$ cat src/rtl/inst_fetch_resp.sv
// Fetch responder: accepts fetch PCs from IF, issues them on the SRAM-like
// instruction bus, pairs each returned word with its PC in request order and
// buffers {pc, inst} pairs for ID behind a valid/ready handshake.
//
// Handshakes:
//   IF  side : a PC is taken in any cycle where req_valid & req_ready.
//   bus side : inst_req/inst_addr_ok accept an address, inst_data_ok returns
//              one word per cycle in address-accept order.
//   ID  side : the head entry is consumed in any cycle where out_valid & out_ready.
// A flush drops everything buffered plus every word still owed by the bus.
module inst_fetch_resp #(
    parameter int DEPTH  = 4,
    parameter int ADDR_W = 32
) (
    input  logic              clk,
    input  logic              rst,
    input  logic              req_valid,
    input  logic [ADDR_W-1:0] req_pc,
    output logic              req_ready,
    input  logic              flush,
    output logic              inst_req,
    output logic [ADDR_W-1:0] inst_addr,
    input  logic              inst_addr_ok,
    input  logic              inst_data_ok,
    input  logic [31:0]       inst_rdata,
    output logic              out_valid,
    output logic [ADDR_W-1:0] out_pc,
    output logic [31:0]       out_inst,
    input  logic              out_ready
);

    localparam int PW = $clog2(DEPTH);
    localparam int CW = PW + 1;

    logic [CW-1:0]     r_pend_cnt;
    logic [CW-1:0]     r_out_cnt;
    logic [CW-1:0]     r_disc_cnt;
    logic [PW-1:0]     r_pend_wp;
    logic [PW-1:0]     r_pend_rp;
    logic [PW-1:0]     r_out_wp;
    logic [PW-1:0]     r_out_rp;
    logic [ADDR_W-1:0] r_pend_pc  [DEPTH];
    logic [ADDR_W-1:0] r_out_pc   [DEPTH];
    logic [31:0]       r_out_inst [DEPTH];

    logic [CW+1:0]     w_sum;
    logic              w_credit;
    logic              w_accept;
    logic              w_drop;
    logic              w_take;
    logic              w_out_pop;
    logic              w_flush_dok;
    logic [CW-1:0]     w_flush_disc;

    // Every in-flight or buffered entry holds a credit, so the output FIFO
    // always has room for each word the bus may still return.
    assign w_sum    = {2'b00, r_disc_cnt} + {2'b00, r_pend_cnt} + {2'b00, r_out_cnt};
    assign w_credit = (w_sum < (CW+2)'(DEPTH));

    assign inst_req  = rst & req_valid & w_credit & ~flush;
    assign inst_addr = req_pc;
    assign req_ready = inst_req & inst_addr_ok;
    assign w_accept  = req_ready;

    // Owed-but-flushed words are dropped first; a word with nothing pending
    // and nothing to discard is a bus protocol error and is ignored.
    assign w_drop = inst_data_ok & (r_disc_cnt != '0);
    assign w_take = inst_data_ok & (r_disc_cnt == '0) & (r_pend_cnt != '0);

    assign out_valid = (r_out_cnt != '0);
    assign out_pc    = r_out_pc[r_out_rp];
    assign out_inst  = r_out_inst[r_out_rp];
    assign w_out_pop = out_valid & out_ready;

    // On flush every pending PC becomes a discard; the word arriving in the
    // flush cycle itself is dropped, guarded so the count cannot underflow.
    assign w_flush_dok  = inst_data_ok & ((r_disc_cnt != '0) | (r_pend_cnt != '0));
    assign w_flush_disc = r_disc_cnt + r_pend_cnt - CW'(w_flush_dok);

    // Pending-PC FIFO storage: written on accept, read at the head on a take.
    always_ff @(posedge clk) begin
        if (w_accept) begin
            r_pend_pc[r_pend_wp] <= req_pc;
        end
    end

    // Pending-PC FIFO pointers and occupancy.
    always_ff @(posedge clk or negedge rst) begin
        if (!rst) begin
            r_pend_wp  <= '0;
            r_pend_rp  <= '0;
            r_pend_cnt <= '0;
        end else if (flush) begin
            r_pend_wp  <= '0;
            r_pend_rp  <= '0;
            r_pend_cnt <= '0;
        end else begin
            if (w_accept) begin
                r_pend_wp <= r_pend_wp + PW'(1);
            end
            if (w_take) begin
                r_pend_rp <= r_pend_rp + PW'(1);
            end
            r_pend_cnt <= r_pend_cnt + CW'(w_accept) - CW'(w_take);
        end
    end

    // Output FIFO: {pc, inst} pairs for ID; storage is reset so the head reads 0.
    always_ff @(posedge clk or negedge rst) begin
        if (!rst) begin
            r_out_wp  <= '0;
            r_out_rp  <= '0;
            r_out_cnt <= '0;
            for (int i = 0; i < DEPTH; i++) begin
                r_out_pc[i]   <= '0;
                r_out_inst[i] <= '0;
            end
        end else if (flush) begin
            r_out_wp  <= '0;
            r_out_rp  <= '0;
            r_out_cnt <= '0;
        end else begin
            if (w_take) begin
                r_out_pc[r_out_wp]   <= r_pend_pc[r_pend_rp];
                r_out_inst[r_out_wp] <= inst_rdata;
                r_out_wp             <= r_out_wp + PW'(1);
            end
            if (w_out_pop) begin
                r_out_rp <= r_out_rp + PW'(1);
            end
            r_out_cnt <= r_out_cnt + CW'(w_take) - CW'(w_out_pop);
        end
    end

    // Discard counter: loaded on flush, drained one per dropped word.
    always_ff @(posedge clk or negedge rst) begin
        if (!rst) begin
            r_disc_cnt <= '0;
        end else if (flush) begin
            r_disc_cnt <= w_flush_disc;
        end else if (w_drop) begin
            r_disc_cnt <= r_disc_cnt - CW'(1);
        end
    end

endmodule

$ cat config.mk
export PLATFORM = sky130hd
export DESIGN_NAME = inst_fetch_resp
export DESIGN_NICKNAME = d
export VERILOG_FILES = /design/src/rtl/inst_fetch_resp.sv
export SDC_FILE = /design/constraint.sdc
export NUM_CORES = 1
export LEC_CHECK = 0
export CAP_MARGIN = 20
export CORE_ASPECT_RATIO = 0.8
export CORE_MARGIN = 10
export CORE_UTILIZATION = 40
export CTS_CLUSTER_SIZE = 10
export DETAILED_ROUTE_END_ITERATION = 8
export RECOVER_POWER = 25
export SETUP_SLACK_MARGIN = 0.4
export SYNTH_ARGS = -nofsm -noshare
export SYNTH_HDL_FRONTEND = slang
export SYNTH_SLANG_ARGS = --single-unit
$ cat constraint.sdc
create_clock -name clk -period 4.3 [get_ports clk]
set_clock_uncertainty 0.1 [all_clocks]
set_input_delay 0.645 -clock clk [delete_from_list [all_inputs] [get_ports clk]]
set_output_delay 0.645 -clock clk [all_outputs]
set_load 0.01 [all_outputs]
==> results of run 1 <==
## cells by family after synthesis
kind of cell	after synthesis	share of synthesized area, %
compound gates	12	0.524
flops	401	58.0
xor+xnor	12	0.571
mux	354	32.4
buf+inv	105	5.33
simple gates	40	1.19
fa+ha+maj	25	1.94
## final cells by class
| cell class | instances | area (um2) |
|---|---|---|
| clock buffer | 73 | 1280 |
| clock inverter | 3 | 33.8 |
| fill | 3801 | 24000 |
| inverter | 21 | 78.8 |
| multi-input combinational | 443 | 6740 |
| sequential | 401 | 10700 |
| tap | 612 | 766 |
| timing repair buffer | 200 | 2050 |
## worst max path at each step
stage | endpoint | slack, ns
5_1_grt | r_pend_cnt[2] | 0.26
2_1_floorplan | r_pend_cnt[2] | 0.78
3_3_place_gp | req_ready | 0.49
3_5_place_dp | req_ready | 0.46
6_report | req_ready | 0.52
4_1_cts | req_ready | 0.42
## state kept, by name, summed over array words and instances (netlist names)
| register | cells |
|---|---|
| r_out_rp | 2 |
| r_pend_wp | 2 |
| r_pend_pc | 128 |
| r_disc_cnt | 3 |
| r_pend_cnt | 3 |
| r_out_inst | 128 |
| r_out_pc | 128 |
| r_out_cnt | 3 |
| r_pend_rp | 2 |
| r_out_wp | 2 |
## power groups by stage
stage | clock [mW] | sequential, mW | combinational, mW
3_3_place_gp | 0 | 4.54 | 2.20
6_report | 3.52 | 4.46 | 2.16
2_1_floorplan | 0 | 4.39 | 1.40
4_1_cts | 3.65 | 4.47 | 2.23
5_1_grt | 3.81 | 4.51 | 2.35
3_5_place_dp | 0 | 4.53 | 2.22
## repair_timing
item	4_1_cts	5_1_grt
endpoints found under the hold margin	34	0
gates resized for setup	8	2
hold buffers	1	0
pin swaps	1	1
buffers inserted	3	1
endpoints found under the setup margin	2	2
## worst reg2reg max path: cells and delay by family (launching register included)
| family | cells | cell delay, ns |
|---|---|---|
| simple gates | 1 | 0.05 |
| compound gates | 1 | 1.16 |
| flops | 1 | 0.41 |
| buf+inv | 4 | 0.66 |
| fa+ha+maj | 3 | 0.90 |
| xor+xnor | 2 | 0.31 |
## stage by stage
stage | instance area, um2 | util, % | setup WS (ns)
floorplan | 18400 | - | 0.777
global route | 21600 | 47.4 | 0.260
detailed placement | 20300 | 44.5 | 0.460
finish | 21600 | 47.4 | 0.518
CTS | 21600 | 47.4 | 0.422
global placement | 20300 | 44.5 | 0.493
## Yosys cell counts, drive strengths merged, types with 5 or more instances
library cell / n / area [um2]
a21oi: 5 / 25.0
fa: 6 / 120
dfrtp: 273 / 6830
edfxtp: 128 / 3840
nor2: 12 / 47.6
nand2: 8 / 30.0
and2: 5 / 41.3
buf: 74 / 865
mux2: 257 / 3790
ha: 19 / 238
clkbuf: 10 / 37.5
inv: 21 / 78.8
xnor2: 10 / 87.6
mux4: 96 / 2160
## routing by layer
| layer | global-route usage (%) | up-vias | part of all wire (%) |
|---|---|---|---|
| met2 | 21.3 | 166 | 45 |
| met1 | 20.9 | 4653 | 49 |
| li1 | - | 3858 | - |
| met4 | 3.60 | 0 | 1.6 |
| met3 | 3.07 | 45 | 4.7 |
| met5 | 0 | - | 0 |
==> out/results.ini, run 1 <==
[sta]
relSlewSlack_pct = 7.67
max_freq_mhz = 264
finalHoldViolations = 0
post-route-min-period_ns = 3.78
setup_violations = 0
rsz0062_at_grt = yes
drv_slew = 0
holdWs_ns = 0.398
fin_setup_tns_ns = 0
finalCritPeriodShare_pct = 88.0
tightest_slew_ns = 1.37

[worst_setup_path]
cp_slowest_stage_delay_ns = 0.48
worstReg2RegStart = r_pend_cnt[1]
crit_top_cell = fa_1
cp_num_cells = 8
critPathSlowestCell = fa_1
crit_path_start_kind = register
critical_path_arrival_ns = 3.04
worstPathRequired_ns = 3.56
crit_path_start = r_out_cnt[1]
cp_cell_sequence = inv_2 > fa_1 > nor2_1 > fa_1 > nor4bb_1 > o221a_2 > and2_4 > clkdlybuf4s15_2
critPathKind = register to primary output
path_max_fanout = 4
ff2ff_setup_slack_ns = 0.60
cp.buffers_inverters = 2
critPathCaptureType = primary output
crit_family = adder cells
r2r_end = r_pend_cnt[2]
r2r_cells = 11

[pwr]
power.density_nw_per_um2 = 469
p_seq_share_pct = 44.0
power_mw = 10.1
vdd_drop_max_mv = 0.275
pwr-share-clk_pct = 34.7
p_sw_share_pct = 25.6
p_comb_share_pct = 21.3
p_switching_mw = 2.60
internal-power_mw = 7.55
leakage_nw = 8.92

[die]
core_area_um2 = 45600
fp.dieW_um = 260
die_area_um2 = 55000
start_util_pct = 40.3
die_y_um = 212
pin_count = 170
rows = 70

[routing]
drc = 0
vias = 8722
wl_per_cell_um = 22.2
drtIter0Drc = 402
drt-vias-per-instance = 4.98
first_pass_iters = 4
antenna_left = 0
routed_wl_um = 38900

[synth]
syn-cell-area_um2 = 18400
ys_ff_latch = 401
synth_area_per_cell_um2 = 19.4
yosys_warnings = 0
yosysSeqAreaShare_pct = 58.0
syn_nets = 1045
synth_ff_type = dfrtp_1
syn_inst = 949
ys_types = 36
postSynth.asyncResetShare_pct = 68.1
synth_edf_count = 128

[hold_path]
whs_endpoint = r_out_pc[32]
holdPathStages = 1
hold_start = r_out_pc[32]
hold_path.class = register to register

[placement]
globalplace.congestion = 0.712
dp.cells = 1672
portBuffers = 169
dpl.hpwl_um = 24600

[global_routing]
grt_pass1_wl_um = 61300
overflow = 0
grt_max_degree = 135
grt_pass1_vias = 9702
track_usage_pct = 14.3
grt_antenna_before_repair = 1

[cts]
clock_latency_ns = 0.57
cts_buffers = 46
clock_path_buffers = 3
cts.clk_slew.worst_paths_ns = 0.06
cts-htree-levels = 2
cts_tree = yes
cts.sinks = 401
cts_root_buf = clkbuf_16

[layout]
fin_cells = 1753
nets = 1209
final_common_cell = dfrtp_1
antennaDiodeCount = 0
area_delta_synth_final_pct = 17.6
drive_gt1_share_pct = 39.8
layout_common_cells = dfrtp_1, mux2_4, clkdlybuf4s50_1, edfxtp_1, mux4_2

[flow_run]
cap_viol_max_count = 0

[status]
status = finished clean

Power figures use the tool's default switching activity.
==> run 2, diff against run 1 <==
--- a/config.mk
+++ b/config.mk
@@ -11,8 +11,10 @@
 export CORE_UTILIZATION = 40
 export CTS_CLUSTER_SIZE = 10
 export DETAILED_ROUTE_END_ITERATION = 8
+export HOLD_SLACK_MARGIN = 0.15
 export RECOVER_POWER = 25
 export SETUP_SLACK_MARGIN = 0.4
+export SLEW_MARGIN = 10
 export SYNTH_ARGS = -nofsm -noshare
 export SYNTH_HDL_FRONTEND = slang
 export SYNTH_SLANG_ARGS = --single-unit
==> results of run 2 <==
No change in the layout: final DEF, timing and power equal those of run 1.
